File: config.mk
export PLATFORM = sky130hd
export DESIGN_NAME = mem_port_ctrl_flat
export DESIGN_NICKNAME = d
export VERILOG_FILES = /design/src/rtl/mem_port_ctrl_if.sv /design/src/rtl/mem_port_ctrl.sv /design/src/flat_wrapper.sv
export SDC_FILE = /design/constraint.sdc
export NUM_CORES = 1
export LEC_CHECK = 0
export CAP_MARGIN = 15
export CELL_PAD_IN_SITES_DETAIL_PLACEMENT = 1
export CELL_PAD_IN_SITES_GLOBAL_PLACEMENT = 1
export CORE_MARGIN = 3
export CORE_UTILIZATION = 33
export DETAILED_ROUTE_END_ITERATION = 10
export PLACE_DENSITY_LB_ADDON = 0.1
export REMOVE_ABC_BUFFERS = 1
export SLEW_MARGIN = 20
export SYNTH_ARGS = -nofsm -noshare
export SYNTH_HDL_FRONTEND = slang
export SYNTH_SLANG_ARGS = --single-unit
File: constraint.sdc
create_clock -name i_clk -period 2.1 [get_ports i_clk]
set_input_delay 0.525 -clock i_clk [delete_from_list [all_inputs] [get_ports i_clk]]
set_output_delay 0.525 -clock i_clk [all_outputs]
set_load 0.02 [all_outputs]
File: src/rtl/mem_port_ctrl_if.sv
// mem_port_ctrl_if: bundles the fetch port, the load/store port and RAM port A of
// mem_port_ctrl.
//   slave  modport: the controller side. It receives the requests and ram_q, and
//                   drives the acks, the read data, the RAM address/data/we and busy.
//   master modport: the requesters plus the RAM, i.e. the opposite directions.
interface mem_port_ctrl_if #(
  parameter int ADDR_W = 12,
  parameter int DATA_W = 16
);
  // Instruction-fetch port
  logic              if_req;
  logic [ADDR_W-1:0] if_addr;
  logic              if_ack;
  logic [DATA_W-1:0] if_data;
  // Load/store port
  logic              ls_req;
  logic              ls_we;
  logic [ADDR_W-1:0] ls_addr;
  logic [DATA_W-1:0] ls_wdata;
  logic              ls_ack;
  logic [DATA_W-1:0] ls_rdata;
  // RAM port A
  logic [ADDR_W-1:0] ram_addr;
  logic [DATA_W-1:0] ram_data;
  logic              ram_we;
  logic [DATA_W-1:0] ram_q;
  // Status
  logic              busy;

  modport slave (
    input  if_req, if_addr, ls_req, ls_we, ls_addr, ls_wdata, ram_q,
    output if_ack, if_data, ls_ack, ls_rdata, ram_addr, ram_data, ram_we, busy
  );

  modport master (
    output if_req, if_addr, ls_req, ls_we, ls_addr, ls_wdata, ram_q,
    input  if_ack, if_data, ls_ack, ls_rdata, ram_addr, ram_data, ram_we, busy
  );
endinterface

File: src/rtl/mem_port_ctrl.sv
// mem_port_ctrl: shares a single-port RAM between an instruction-fetch port and a
// load/store port. A four-state FSM (idle, write, read, resp) runs each
// transaction. Every RAM output and every ack is a register.
//   i_clk   : clock; all state changes on the rising edge
//   i_rst_n : asynchronous, active-low reset
//   io_bus  : mem_port_ctrl_if.slave, carrying the request/ack ports and RAM port A
// Parameters: ADDR_W (word address width), DATA_W (word width) and RD_LAT (RAM read
// latency in clocks, 1..3).
module mem_port_ctrl #(
  parameter int ADDR_W = 12,
  parameter int DATA_W = 16,
  parameter int RD_LAT = 1
) (
  input  logic            i_clk,
  input  logic            i_rst_n,
  mem_port_ctrl_if.slave  io_bus
);

  typedef enum logic [1:0] {StIdle, StWrite, StRead, StResp} state_e;

  // The last read edge is the one at which the counter has already seen RD_LAT edges.
  localparam logic [1:0] LatLast = 2'(RD_LAT);

  state_e            r_state;
  logic [1:0]        r_lat_cnt;
  logic              r_ls_last;  // the previous grant went to load/store
  logic              r_gnt_ls;   // the read in flight belongs to load/store
  logic [ADDR_W-1:0] r_ram_addr;
  logic [DATA_W-1:0] r_ram_data;
  logic              r_ram_we;
  logic              r_if_ack;
  logic              r_ls_ack;
  logic [DATA_W-1:0] r_if_data;
  logic [DATA_W-1:0] r_ls_rdata;

  logic w_ls_win;
  logic w_if_win;

  // Load/store has priority, except that a pending fetch goes first right after a
  // load/store grant. Under contention the two ports therefore alternate.
  assign w_ls_win = io_bus.ls_req && !(r_ls_last && io_bus.if_req);
  assign w_if_win = io_bus.if_req && !w_ls_win;

  always_ff @(posedge i_clk or negedge i_rst_n) begin
    if (!i_rst_n) begin
      r_state    <= StIdle;
      r_lat_cnt  <= 2'd0;
      r_ls_last  <= 1'b0;
      r_gnt_ls   <= 1'b0;
      r_ram_addr <= '0;
      r_ram_data <= '0;
      r_ram_we   <= 1'b0;
      r_if_ack   <= 1'b0;
      r_ls_ack   <= 1'b0;
      r_if_data  <= '0;
      r_ls_rdata <= '0;
    end else begin
      unique case (r_state)
        StIdle: begin
          // This is the grant edge. Request fields are captured here only, so later
          // changes on the inputs cannot reach the RAM.
          if (w_ls_win) begin
            r_ram_addr <= io_bus.ls_addr;
            r_gnt_ls   <= 1'b1;
            r_ls_last  <= 1'b1;
            r_lat_cnt  <= 2'd0;
            if (io_bus.ls_we) begin
              r_ram_data <= io_bus.ls_wdata;
              r_ram_we   <= 1'b1;
              r_state    <= StWrite;
            end else begin
              r_ram_we <= 1'b0;
              r_state  <= StRead;
            end
          end else if (w_if_win) begin
            r_ram_addr <= io_bus.if_addr;
            r_gnt_ls   <= 1'b0;
            r_ls_last  <= 1'b0;
            r_lat_cnt  <= 2'd0;
            r_ram_we   <= 1'b0;
            r_state    <= StRead;
          end else begin
            r_ram_we <= 1'b0;
          end
        end
        StWrite: begin
          r_ram_we <= 1'b0;
          r_ls_ack <= 1'b1;
          r_state  <= StResp;
        end
        StRead: begin
          if (r_lat_cnt == LatLast) begin
            r_lat_cnt <= 2'd0;
            if (r_gnt_ls) begin
              r_ls_rdata <= io_bus.ram_q;
              r_ls_ack   <= 1'b1;
            end else begin
              r_if_data <= io_bus.ram_q;
              r_if_ack  <= 1'b1;
            end
            r_state <= StResp;
          end else begin
            r_lat_cnt <= r_lat_cnt + 2'd1;
          end
        end
        StResp: begin
          r_if_ack <= 1'b0;
          r_ls_ack <= 1'b0;
          r_state  <= StIdle;
        end
        default: r_state <= StIdle;
      endcase
    end
  end

  assign io_bus.ram_addr = r_ram_addr;
  assign io_bus.ram_data = r_ram_data;
  assign io_bus.ram_we   = r_ram_we;
  assign io_bus.if_ack   = r_if_ack;
  assign io_bus.if_data  = r_if_data;
  assign io_bus.ls_ack   = r_ls_ack;
  assign io_bus.ls_rdata = r_ls_rdata;
  assign io_bus.busy     = (r_state != StIdle);

endmodule

File: src/flat_wrapper.sv
// flat-port wrapper written by rule: the top's interface ports become plain ports
module mem_port_ctrl_flat 
#(
  parameter int ADDR_W = 12,
  parameter int DATA_W = 16,
  parameter int RD_LAT = 1
)
  (i_clk, i_rst_n, io_bus_if_req, io_bus_if_addr, io_bus_ls_req, io_bus_ls_we, io_bus_ls_addr, io_bus_ls_wdata, io_bus_ram_q, io_bus_if_ack, io_bus_if_data, io_bus_ls_ack, io_bus_ls_rdata, io_bus_ram_addr, io_bus_ram_data, io_bus_ram_we, io_bus_busy);
  mem_port_ctrl_if #(.ADDR_W(ADDR_W), .DATA_W(DATA_W)) io_bus_i ();
  input  logic i_clk;
  input  logic i_rst_n;
  input wire logic [$bits(io_bus_i.if_req)-1:0] io_bus_if_req;
  input wire logic [$bits(io_bus_i.if_addr)-1:0] io_bus_if_addr;
  input wire logic [$bits(io_bus_i.ls_req)-1:0] io_bus_ls_req;
  input wire logic [$bits(io_bus_i.ls_we)-1:0] io_bus_ls_we;
  input wire logic [$bits(io_bus_i.ls_addr)-1:0] io_bus_ls_addr;
  input wire logic [$bits(io_bus_i.ls_wdata)-1:0] io_bus_ls_wdata;
  input wire logic [$bits(io_bus_i.ram_q)-1:0] io_bus_ram_q;
  output wire logic [$bits(io_bus_i.if_ack)-1:0] io_bus_if_ack;
  output wire logic [$bits(io_bus_i.if_data)-1:0] io_bus_if_data;
  output wire logic [$bits(io_bus_i.ls_ack)-1:0] io_bus_ls_ack;
  output wire logic [$bits(io_bus_i.ls_rdata)-1:0] io_bus_ls_rdata;
  output wire logic [$bits(io_bus_i.ram_addr)-1:0] io_bus_ram_addr;
  output wire logic [$bits(io_bus_i.ram_data)-1:0] io_bus_ram_data;
  output wire logic [$bits(io_bus_i.ram_we)-1:0] io_bus_ram_we;
  output wire logic [$bits(io_bus_i.busy)-1:0] io_bus_busy;
  assign io_bus_i.if_req = io_bus_if_req;
  assign io_bus_i.if_addr = io_bus_if_addr;
  assign io_bus_i.ls_req = io_bus_ls_req;
  assign io_bus_i.ls_we = io_bus_ls_we;
  assign io_bus_i.ls_addr = io_bus_ls_addr;
  assign io_bus_i.ls_wdata = io_bus_ls_wdata;
  assign io_bus_i.ram_q = io_bus_ram_q;
  assign io_bus_if_ack = io_bus_i.if_ack;
  assign io_bus_if_data = io_bus_i.if_data;
  assign io_bus_ls_ack = io_bus_i.ls_ack;
  assign io_bus_ls_rdata = io_bus_i.ls_rdata;
  assign io_bus_ram_addr = io_bus_i.ram_addr;
  assign io_bus_ram_data = io_bus_i.ram_data;
  assign io_bus_ram_we = io_bus_i.ram_we;
  assign io_bus_busy = io_bus_i.busy;
  mem_port_ctrl #(.ADDR_W(ADDR_W), .DATA_W(DATA_W), .RD_LAT(RD_LAT)) u_core (.i_clk(i_clk), .i_rst_n(i_rst_n), .io_bus(io_bus_i));
endmodule
==> results.md, run 1 <==
- The floorplan step set the die height to 99.3 um.
- The worst slew slack as a fraction of its limit is 58.8%.
- The highest fanout seen on the critical path is 4.
- For this run, design rule violations remaining after detail routing come to 0.
- The arrival time of the worst setup path is 1410 ps.
- In the final layout, the share of cells above drive strength 1 is 23.0%.
- The number of filler instances in the final layout is 851.
- After detailed routing, the average wire length per cell comes to 15.7 um.
- The tightest min-delay check is of the in -> async type.
- The combined global-route utilization of all metal layers is 14.4%.
- Broken down by cell family, the worst path's largest delay share belongs to buffers and inverters.
- The number of cells produced by synthesis is 201.
- The largest stage delay on the critical path is 400 ps.
- Timing would allow up to 516 MHz.
- The total negative slack is 0 ps.
- The most numerous cell type found on the critical path is sky130_fd_sc_hd__inv_1.
- The kind of end point of the critical path is an output pin.
- The clock period could shrink to 1940 ps.
- Setup repair after global routing left no endpoint under its margin.
- The max-capacitance violation count is 0.
- After clock tree synthesis, the clock-pin slew on the worst setup and hold paths is 70 ps.
- The critical path goes through inv_1, ha_1, inv_1, dlygate4sd2_1.
- For this run, the leading register cell type out of synthesis is sky130_fd_sc_hd__dfrtp_1.
- The post-synth design cell area is 2870 um2.
- After floorplanning, the core was divided into 33 placement rows.
- After the last flow step, the layout net total stands at 400.
- During placement, the flow inserted port buffers numbering 124.
- The synthesized design devotes to its leading area cell type 59.2% of total area.
- Global routing used 17.8% of the available met1 tracks.
- The clock root buffer is sky130_fd_sc_hd__clkbuf_8.
- The leakage power summed over all cells is 1.90 nW.
- By count the netlist is led by 68 x sky130_fd_sc_hd__dfrtp_1, 49 x sky130_fd_sc_hd__mux2_2, 15 x sky130_fd_sc_hd__o21ai_0, 14 x sky130_fd_sc_hd__mux2i_1, 12 x sky130_fd_sc_hd__nand2_1.
- The buffer and inverter count on the worst path is 3.
- The post-synthesis area per instance is 14.3 um2.
- The synthesized design contains 68 register bits.
- The full die area is 9860 um2.
- Dividing the detail-routed via count by the number of cells gives 4.65.
- The flow ran to the end, and the final reports show no timing, DRC or antenna violations.
- The number of iterations in the first detailed-routing pass is 4.
- At the pin with the least slew margin, the transition time is 616 ps.
- Cells fill 53.9% of the core in the end.
- Setup violations remaining at the end of the flow were counted as 0.
- Yosys mapped the design onto 30 distinct sky130hd cell types.
- The power per unit of standard cell area is 1590 nW/um2.
- Once the clock tree was built, the setup fixing pass inserted 0 buffers.
- The worst-case IR drop observed on VDD is 484 uV.
- The clock sink total is 68.
- The category of the worst setup path launch point is a flop.
- The placeable core area is 8340 um2.
- The total wire length after detailed routing is 6970 um.
- The number of synthesized flops with an enable pin is 0.
- In this run the most used layer during global routing was met2.
- TritonCTS built the clock tree.
- The final critical-path share of the clock period is 92.3%.
- The global routing usage on met3 is 3.65%.
- The number of levels in the clock H-tree is 3.
- The met2 global-route usage is 24.2%.
- The detailed router placed 2064 vias in this run.
- The async set-or-reset flop fraction in the synthesized netlist is 100%.
- For this run, the number of Yosys warnings is 0.
- The slowest stage of the critical path belongs to the cell sky130_fd_sc_hd__dfrtp_1.
- The area growth from synthesis to layout is 56.5%.
- The wire-length estimate of the detail-placed layout is 5220 um.
- The post-synthesis sequential area ratio is 59.2%.
- The worst clock skew is 12.7 ps.
- The initial antenna violation count came to 0.
- The count of antenna diodes in the layout is 0.
- The via count of the first global-routing pass is 2221.
- The wire length of the first global-routing pass is 11200 um.
- The required time at the worst-slack endpoint is 1570 ps.
- For this design the top-level I/O count stands at 125.
- The critical path start-end classification is reg -> out.
- The starting density of the core is 34.4%.
- The number of max-slew violations in the final report is 0.
- The maximum root-to-sink buffer count is 2.
- The die width is 99.3 um.
- Clock latency on the worst-skew pair, taken at its later pin, is 330 ps.
- In this run the remaining antenna-violating nets after routing total 0.
- The first-iteration detailed-routing DRC count is 47.
- Global routing finished with a remaining overflow of 0.
- Summed over all instances, the cell type with the most area after synthesis is sky130_fd_sc_hd__dfrtp_1.
- The pin count of the biggest net entering global routing is 69.
- Yosys instantiated no cell more often than sky130_fd_sc_hd__dfrtp_1.
- By area the synthesized netlist is led by sky130_fd_sc_hd__dfrtp_1 59%, sky130_fd_sc_hd__mux2_2 19%, sky130_fd_sc_hd__mux2i_1 4.9%.
- The weighted congestion at the end of routability-driven global placement is 0.683.
- The number of CTS-inserted buffers is 9.
- The number of endpoints with negative hold slack in the final report was 0.
- The total of hold buffers inserted after clock tree synthesis is 0.
==> metrics by stage <==
step / instance area, um2 / hold WS (ps) / power [mW] / setup WS (ps) / instances
5_1_grt: 4500 / 223 / 7.59 / 34.2 / 444
3_5_place_dp: 4260 / 472 / 5.98 / 64.7 / 428
4_1_cts: 4500 / 214 / 7.25 / 120 / 444
6_report: 4500 / 208 / 7.13 / 161 / 444
3_3_place_gp: 4260 / 462 / 5.88 / 127 / 428
2_1_floorplan: 2790 / 229 / 4.17 / 62.2 / 192
==> flip-flops by register name, indices dropped and copies added, names as in the netlist <==
| register | cells |
|---|---|
| u_core.io_bus.if_data | 16 |
| u_core.io_bus.if_ack | 1 |
| u_core.r_state | 2 |
| u_core.io_bus.ls_rdata | 16 |
| u_core.io_bus.ram_data | 16 |
| u_core.io_bus.ls_ack | 1 |
| u_core.io_bus.ram_we | 1 |
| u_core.io_bus.ram_addr | 12 |
| u_core.r_ls_last | 1 |
| u_core.r_lat_cnt | 2 |
==> worst paths after layout <==
check | from | end | slack [ps] | depth (start not counted)
max in group asynchronous | i_rst_n | u_core.io_bus.ram_addr[6] | 1590 | 2
setup / recovery | u_core.r_state[0] | io_bus_busy | 160 | 4
min in group i_clk | u_core.io_bus.ram_addr[11] | u_core.io_bus.ram_addr[11] | 480 | 2
setup reg to reg | u_core.r_state[0] | u_core.io_bus.if_data[6] | 170 | 5
hold reg to reg | u_core.io_bus.ram_addr[11] | u_core.io_bus.ram_addr[11] | 480 | 2
hold / removal | i_rst_n | u_core.io_bus.ls_rdata[0] | 210 | 2
==> cells in the final DEF, fill, tap and decap left out, drive strengths merged <==
cell type,n
o21a,1
dfrtp,68
a22oi,2
clkbuf,12
a21oi,3
nand4b,1
xor2,1
bufinv,2
clkinv,2
a31oi,3
buf,8
nand2b,1
ha,5
nor2b,2
or2b,1
a21boi,2
nor2,2
dlygate4sd2,1
nor4bb,1
nand2,12
nand3,1
inv,5
o21ba,1
o21ai,16
mux2,49
mux2i,14
clkdlybuf4s50,122
nand3b,1
==> worst reg2reg max path, stage by stage, from the launching register on <==
cell and delay, ps:
sky130_fd_sc_hd__dfrtp_1 400, sky130_fd_sc_hd__inv_1 140, sky130_fd_sc_hd__ha_1 270, sky130_fd_sc_hd__nor4bb_4 440, sky130_fd_sc_hd__buf_12 210, sky130_fd_sc_hd__mux2_2 360
==> cells by family (layout without fill, tap and decap cells) <==
group | count (synthesis) | after routing | share of synthesized area, %
buffers and inverters | 14 | 152 | 3.48
flip-flops | 68 | 68 | 59.2
AO/OA/AOI/OAI | 28 | 28 | 6.14
multiplexers | 63 | 63 | 24.1
XOR/XNOR | 1 | 1 | 0.305
AND/OR/NAND/NOR | 22 | 22 | 4.57
adder cells (fa/ha/maj) | 5 | 5 | 2.18
==> area by class of cell <==
cell class,count,area (um2),share of cell area [%]
Sequential cell,68,1700,37.9
Clock inverter,4,70.1,1.56
Tap cell,105,131,2.92
Clock buffer,12,165,3.67
Multi-Input combinational cell,119,1070,23.8
Inverter,5,18.8,0.417
Timing Repair Buffer,131,1340,29.8
==> per-layer routing <==
metal  routed length (um)  vias to the layer above
li1                     -                      967
met1                 2910                     1021
met2                 3520                       65
met3                  438                       11
met4                  103                        0
met5                    0                        -
==> power breakdown <==
| group | leakage [nW] | total (mW) | internal (mW) | switching [mW] |
|---|---|---|---|---|
| Sequential | 0.813 | 2.35 | 1.96 | 0.386 |
| Combinational | 0.969 | 3.54 | 1.89 | 1.65 |
| Clock | 0.122 | 1.24 | 0.763 | 0.480 |
| Total | 1.90 | 7.13 | 4.62 | 2.51 |
==> what timing repair did <==
item / 4_1_cts / 5_1_grt
endpoints found under the hold margin: 0 / 0
endpoints found under the setup margin: 1 / 0
resized for setup: 1 / 0
(Power assumes the default switching activity.)
==> inputs of run 2 (changes only) <==
- PLACE_DENSITY_LB_ADDON: 0.1 -> 0.08
==> results.md, run 2 (synthesized netlist as in run 1, its figures left out) <==
- The flow ran to the end, and the final reports show no timing, DRC or antenna violations.
- The via count of the first global-routing pass is 2231 (+0.45%).
- The placeable core area is 8340 um2 (unchanged).
- The leakage power summed over all cells was 1.89 nW (-0.80%).
- The post-detailed-route count of antenna-violating nets was 0 (unchanged).
- The wire length of the first global-routing pass was 11400 um (+1.2%).
- The maximum ir drop on the vdd rail is 582 uV (+20%).
- The first-iteration detailed-routing DRC count was 53 (+13%).
- The time the worst path needs with I/O delays and setup is 1970 ps (+26.0 ps).
- The required time at the worst-slack endpoint is 1570 ps (about the same).
- The arrival time of the worst setup path was 1440 ps (+30 ps).
- The buffer and inverter count on the worst path is 3 (unchanged).
- The cell count of the worst reg-to-reg path is 5 (unchanged).
- In this design, the critical path's most frequently occurring cell is sky130_fd_sc_hd__inv_1.
- The worst clock skew is 8.21 ps (-4.52 ps).
- The clock root buffer is sky130_fd_sc_hd__clkbuf_8.
- Setup repair after global routing left no endpoint under its margin.
- The die span in y came to 99.3 um (unchanged).
- The kind of cell with the highest combined delay along the critical path is buffers and inverters.
- The I/O pin count came to 125 (unchanged).
- The final count of negative-setup-slack endpoints is 0 (unchanged).
- The sum of net half-perimeters after detailed placement is 5070 um (-2.9%).
- The worst hold slack after final layout is 196 ps (-11.9 ps).
- The layout overhead on the synthesized area is 55.9%.
- The full die area was 9860 um2 (unchanged).
- The category of the worst setup path launch point is a flop.
- The pre-CTS worst setup slack came to 33.1 ps (-31.6 ps).
- The critical path depth in cells is 4 (unchanged).
- TritonCTS built the clock tree.
- The number of max-slew violations in the final report was 0 (unchanged).
- The post-route DRC violation count was 0 (unchanged).
- The worst slew slack as a fraction of its limit was 69.7% (+11 points).
- The measured slew at the worst slew-check pin is 454 ps (-162 ps).
- The routed length per placed instance came to 15.6 um (-0.76%).
- The number of endpoints with negative hold slack in the final report is 0 (unchanged).
- In this run the worst hold path is classified as in -> async.
- The power per unit of standard cell area is 1570 nW/um2 (-0.82%).
- The largest stage delay on the critical path came to 420 ps (+20 ps).
- The die width is 99.3 um (unchanged).
- The endpoint identified for the worst register-to-register timing path is u_core.io_bus.if_data[7].
- The startpoint identified for the worst register-to-register timing path is u_core.r_state[0].
- The library cell used most frequently in the layout, excluding fill and tap cells, is sky130_fd_sc_hd__clkdlybuf4s50_1.
- The weighted congestion at the end of routability-driven global placement is 0.721 (+5.6%).
- STA classifies the critical path endpoint as an output pin.
- The fraction of final layout cells with drive strength greater than 1 came to 22.8% (-0.16 points).
- The total wire length after detailed routing is 6890 um (-1.2%).
- The highest fanout seen on the critical path is 4 (unchanged).
- The maximum root-to-sink buffer count is 2 (unchanged).
- The number of CTS-inserted buffers came to 9 (unchanged).
- The number of filler instances in the final layout is 856 (+0.59%).
- The clock sink total is 68 (unchanged).
- The starting density of the core is 34.4% (unchanged).
- The number of iterations in the first detailed-routing pass is 3 (-1).
- The initial antenna violation count came to 0 (unchanged).
- The final critical-path share of the clock period is 93.6% (+1.2 points).
- The combined global-route utilization of all metal layers is 14.7% (+0.36 points).
- The maximum achievable frequency is 509 MHz (-1.3%).
- The utilization of the core after routing is 53.7% (-0.20 points).
- The row count is 33 (unchanged).
- The aggregate global routing overflow is 0 (unchanged).
- The total negative slack came to 0 ps (unchanged).
- The count of antenna diodes in the layout was 0 (unchanged).
- The number of levels in the clock H-tree was 3 (unchanged).
- The critical path start-end classification is reg -> out.
- The insertion delay of the later-clocked pin in the worst-skew pair was 330 ps (about the same).
- The final worst slack was 135 ps (-26.0 ps).
- The post-CTS clock slew at the launch and capture registers of the worst setup and hold paths came to 70 ps (about the same).
- The detailed-route vias per instance is 4.69 (+0.94%).
- The net count of the finished layout came to 399 (-0.25%).
- The cell with the largest stage delay on the worst path is sky130_fd_sc_hd__dfrtp_1.
- The critical path goes through inv_1, ha_2, inv_1, dlygate4sd2_1.
- The max-capacitance violation count came to 0 (unchanged).
- The number of buffers added on ports is 124 (unchanged).
- The worst reg-to-reg setup slack is 220 ps (+50 ps).
- The pin count of the biggest net entering global routing is 69 (unchanged).
- The routed via count is 2074 (+0.48%).
- The library cells used most frequently in the layout, excluding fill and tap cells, are 122 x sky130_fd_sc_hd__clkdlybuf4s50_1, 68 x sky130_fd_sc_hd__dfrtp_1, 49 x sky130_fd_sc_hd__mux2_2, 15 x sky130_fd_sc_hd__o21ai_0, 14 x sky130_fd_sc_hd__mux2i_1.
-- run 2: cell types whose count changed in the layout (fill, tap and decap cells not counted) --
cell | previous run | this run
sky130_fd_sc_hd__ha_2 | 0 | 1
sky130_fd_sc_hd__clkinv_2 | 2 | 1
sky130_fd_sc_hd__ha_1 | 5 | 4
sky130_fd_sc_hd__clkbuf_1 | 0 | 1
sky130_fd_sc_hd__clkinv_4 | 0 | 1
sky130_fd_sc_hd__inv_2 | 0 | 1
sky130_fd_sc_hd__inv_1 | 5 | 4
sky130_fd_sc_hd__clkbuf_8 | 12 | 10
sky130_fd_sc_hd__nand4b_4 | 0 | 1
sky130_fd_sc_hd__buf_4 | 3 | 2
sky130_fd_sc_hd__nand4b_2 | 1 | 0
-- run 2: stage by stage --
| step | area (um2) | power, mW | instances |
|---|---|---|---|
| 6_report | 4480 | 7.05 | 442 |
| 2_1_floorplan | 2790 | 4.17 | 192 |
| 5_1_grt | 4480 | 7.51 | 442 |
| 4_1_cts | 4470 | 7.17 | 442 |
| 3_5_place_dp | 4250 | 5.96 | 427 |
| 3_3_place_gp | 4250 | 5.86 | 427 |
-- run 2: layout make-up --
| cell class | count | area, um2 | share of cell area, % |
|---|---|---|---|
| clock buffers | 11 | 141 | 3.16 |
| multi-input cells | 119 | 1080 | 24.2 |
| clock inverters | 4 | 73.8 | 1.65 |
| repair buffers | 130 | 1330 | 29.7 |
| flip-flops and latches | 68 | 1700 | 38.0 |
| well taps | 105 | 131 | 2.93 |
| inverters | 5 | 18.8 | 0.419 |
-- run 2: timing repair --
item | CTS | global route
buffers inserted | 0 | 0
setup endpoints to repair | 1 | 17
resized for setup | 1 | 3
hold buffers | 0 | 0
gates cloned | 0 | 0
-- run 2: routing by layer --
metal | share of wire (%) | GRT usage, % | up-vias
li1 | - | - | 970
met1 | 43 | 17.9 | 1029
met2 | 50 | 24.8 | 67
met3 | 5.8 | 5.12 | 8
met4 | 1.1 | 4.10 | 0
met5 | 0 | 0 | -
-- run 2: power by group --
| group | internal, mW | leakage [nW] | switching, mW |
|---|---|---|---|
| logic | 1.89 | 0.966 | 1.65 |
| clock network | 0.695 | 0.109 | 0.471 |
| registers | 1.96 | 0.813 | 0.374 |
| total | 4.55 | 1.89 | 2.50 |
-- run 2: how the worst max path moves through the flow --
stage,start,end
global placement,io_bus_if_req,u_core.r_state[1]
finish,u_core.r_state[1],io_bus_busy
floorplan,u_core.r_state[0],u_core.io_bus.if_data[0]
global route,u_core.r_state[1],io_bus_busy
CTS,u_core.r_state[0],io_bus_busy
detailed placement,io_bus_if_req,u_core.r_state[1]
==> inputs of run 3 (changes only) <==
- CORE_MARGIN: 3 -> 4
- REMOVE_ABC_BUFFERS: 1 -> default
==> results.md, run 3 (synthesized netlist as in run 1, its figures left out) <==
- The run finished with clean final reports.
- The measured slew at the worst slew-check pin came to 392 ps (-61.8 ps).
- The starting density of the core is 34.4% (unchanged).
- The time the worst path needs with I/O delays and setup is 1920 ps (-47.6 ps).
- The highest layer touched by signal routing is met4.
- The fraction of final layout cells with drive strength greater than 1 is 23.5% (+0.61 points).
- The final count of negative-setup-slack endpoints was 0 (unchanged).
- The wire length of the first global-routing pass was 11400 um (+0.19%).
- The worst hold path belongs to the class in -> async.
- The I/O pin count was 125 (unchanged).
- The routed via count came to 2083 (+0.43%).
- The total negative slack is 0 ps (unchanged).
- The number of levels in the clock H-tree is 3 (unchanged).
- The net count of the finished layout is 402 (+0.75%).
- The number of CTS-inserted buffers came to 9 (unchanged).
- Setup repair after global routing left no endpoint under its margin.
- The detailed-route vias per instance is 4.67 (-0.47%).
- The utilization of the core after routing was 53.9% (+0.22 points).
- The clock sink total is 68 (unchanged).
- The first-iteration detailed-routing DRC count was 32 (-40%).
- The final critical-path share of the clock period came to 91.3% (-2.3 points).
- TritonCTS built the clock tree.
- The worst reg-to-reg setup slack came to 280 ps (+60 ps).
- Leaving out fill and tap cells, the most frequent cells in the layout are 122 x sky130_fd_sc_hd__clkdlybuf4s50_1, 68 x sky130_fd_sc_hd__dfrtp_1, 49 x sky130_fd_sc_hd__mux2_2, 15 x sky130_fd_sc_hd__o21ai_0, 14 x sky130_fd_sc_hd__mux2i_1.
- The combined global-route utilization of all metal layers came to 14.1% (-0.61 points).
- The number of max-slew violations in the final report was 0 (unchanged).
- The routed length per placed instance came to 16.2 um (+3.7%).
- The full die area was 10300 um2 (+4.1%).
- The maximum ir drop on the vdd rail is 461 uV (-21%).
- The weighted congestion at the end of routability-driven global placement is 0.669 (-7.3%).
- The sum of net half-perimeters after detailed placement is 5330 um (+5.3%).
- The count of antenna diodes in the layout was 0 (unchanged).
- The number of buffers added on ports came to 124 (unchanged).
- The most common cell after layout, fill and taps aside is sky130_fd_sc_hd__clkdlybuf4s50_1.
- The leakage power summed over all cells is 1.90 nW (+0.61%).
- The row count came to 33 (unchanged).
- The pin count of the biggest net entering global routing came to 69 (unchanged).
- The post-CTS clock slew at the launch and capture registers of the worst setup and hold paths is 80 ps (about the same).
- The worst hold slack after final layout was 207 ps (+11.2 ps).
- The highest fanout seen on the critical path came to 4 (unchanged).
- The post-route DRC violation count is 0 (unchanged).
- The instance area at placement is 4260 um2 (+0.24%).
- The critical path start-end classification is reg -> out.
- The post-detailed-route count of antenna-violating nets came to 0 (unchanged).
- The maximum root-to-sink buffer count is 2 (unchanged).
- The die width is 101 um (+2.0%).
- The number of endpoints with negative hold slack in the final report is 0 (unchanged).
- The initial antenna violation count is 0 (unchanged).
- The total wire length after detailed routing was 7210 um (+4.6%).
- The number of post-CTS setup repair buffers is 0 (unchanged).
- The via count of the first global-routing pass was 2278 (+2.1%).
- The maximum achievable frequency came to 521 MHz (+2.5%).
- The number of iterations in the first detailed-routing pass was 4 (+1).
- The met3 wire length was 591 um (+49%).
- The arrival time of the worst setup path is 1390 ps (-50 ps).
- The placeable core area came to 8340 um2 (unchanged).
- The post-synth net total is 267.
- The max-capacitance violation count was 0 (unchanged).
- The required time at the worst-slack endpoint came to 1570 ps (about the same).
- STA classifies the critical path endpoint as an output pin.
- The worst clock skew was 12.3 ps (+4.13 ps).
- The wire length on met2 was 3540 um (+2.8%).
- Clock tree synthesis selected as its root buffer the cell sky130_fd_sc_hd__clkbuf_8.
- The insertion delay of the later-clocked pin in the worst-skew pair is 330 ps (about the same).
- The summed area of non-filler cells in the final layout is 4500 um2 (+0.42%).
- The power per unit of standard cell area came to 1590 nW/um2 (+1.1%).
- The worst slew slack as a fraction of its limit was 73.8% (+4.1 points).
- The wire length on met1 is 3020 um (+1.6%).
- The die span in y came to 101 um (+2.0%).
- The aggregate global routing overflow is 0 (unchanged).
- The layout overhead on the synthesized area is 56.6%.
- The category of the worst setup path launch point is a flop.
==> run 3: area by class of cell <==
type	count	area, um2
clock inverters	5	83.8
well taps	105	131
multi-input cells	119	1070
repair buffers	133	1340
flip-flops and latches	68	1700
clock buffers	11	151
fillers	859	3840
inverters	5	18.8
==> run 3: metrics by stage <==
| stage | setup slack [ps] | total power [mW] | std cells |
|---|---|---|---|
| final | 182 | 7.16 | 446 |
| after global routing | 82.2 | 7.61 | 446 |
| after CTS | 131 | 7.28 | 446 |
| after detailed placement | 76.7 | 6.01 | 430 |
| after global placement | 127 | 5.90 | 430 |
| after floorplan | 336 | 4.25 | 201 |
==> run 3: path summary, 6_finish.rpt <==
| kind | start | cells past startpoint | to |
|---|---|---|---|
| worst min-delay path | i_rst_n | 2 | u_core.io_bus.ram_data[7] |
| min in group i_clk | u_core.io_bus.ram_addr[10] | 2 | u_core.io_bus.ram_addr[10] |
| worst max register to register | u_core.r_state[0] | 7 | u_core.io_bus.ram_data[9] |
| max in group asynchronous | i_rst_n | 2 | u_core.io_bus.ram_addr[4] |
| worst max-delay path | u_core.r_state[0] | 4 | io_bus_busy |
| worst min register to register | u_core.io_bus.ram_addr[10] | 2 | u_core.io_bus.ram_addr[10] |
==> run 3: power breakdown <==
group / internal, mW / switching, mW / total (mW)
Combinational: 1.89 / 1.69 / 3.58
Clock: 0.736 / 0.498 / 1.23
Sequential: 1.96 / 0.383 / 2.35
Total: 4.59 / 2.57 / 7.16
==> run 3: per-layer routing <==
layer  vias to the layer above  track usage (%)
met5                         -                0
met1                      1018             17.5
met4                         0             4.29
li1                        978                -
met3                         7             3.93
met2                        80             24.0
==> run 3: timing repair <==
| item | in CTS | in global routing |
|---|---|---|
| hold buffers | 0 | 0 |
| setup endpoints to repair | 1 | 0 |
| gates resized for setup | 1 | 0 |
==> run 3: worst max-delay path: stages (launching register included) <==
cell	delay (ps)
sky130_fd_sc_hd__dfrtp_1	380
sky130_fd_sc_hd__inv_1	110
sky130_fd_sc_hd__ha_1	220
sky130_fd_sc_hd__inv_1	50
sky130_fd_sc_hd__dlygate4sd2_1	320
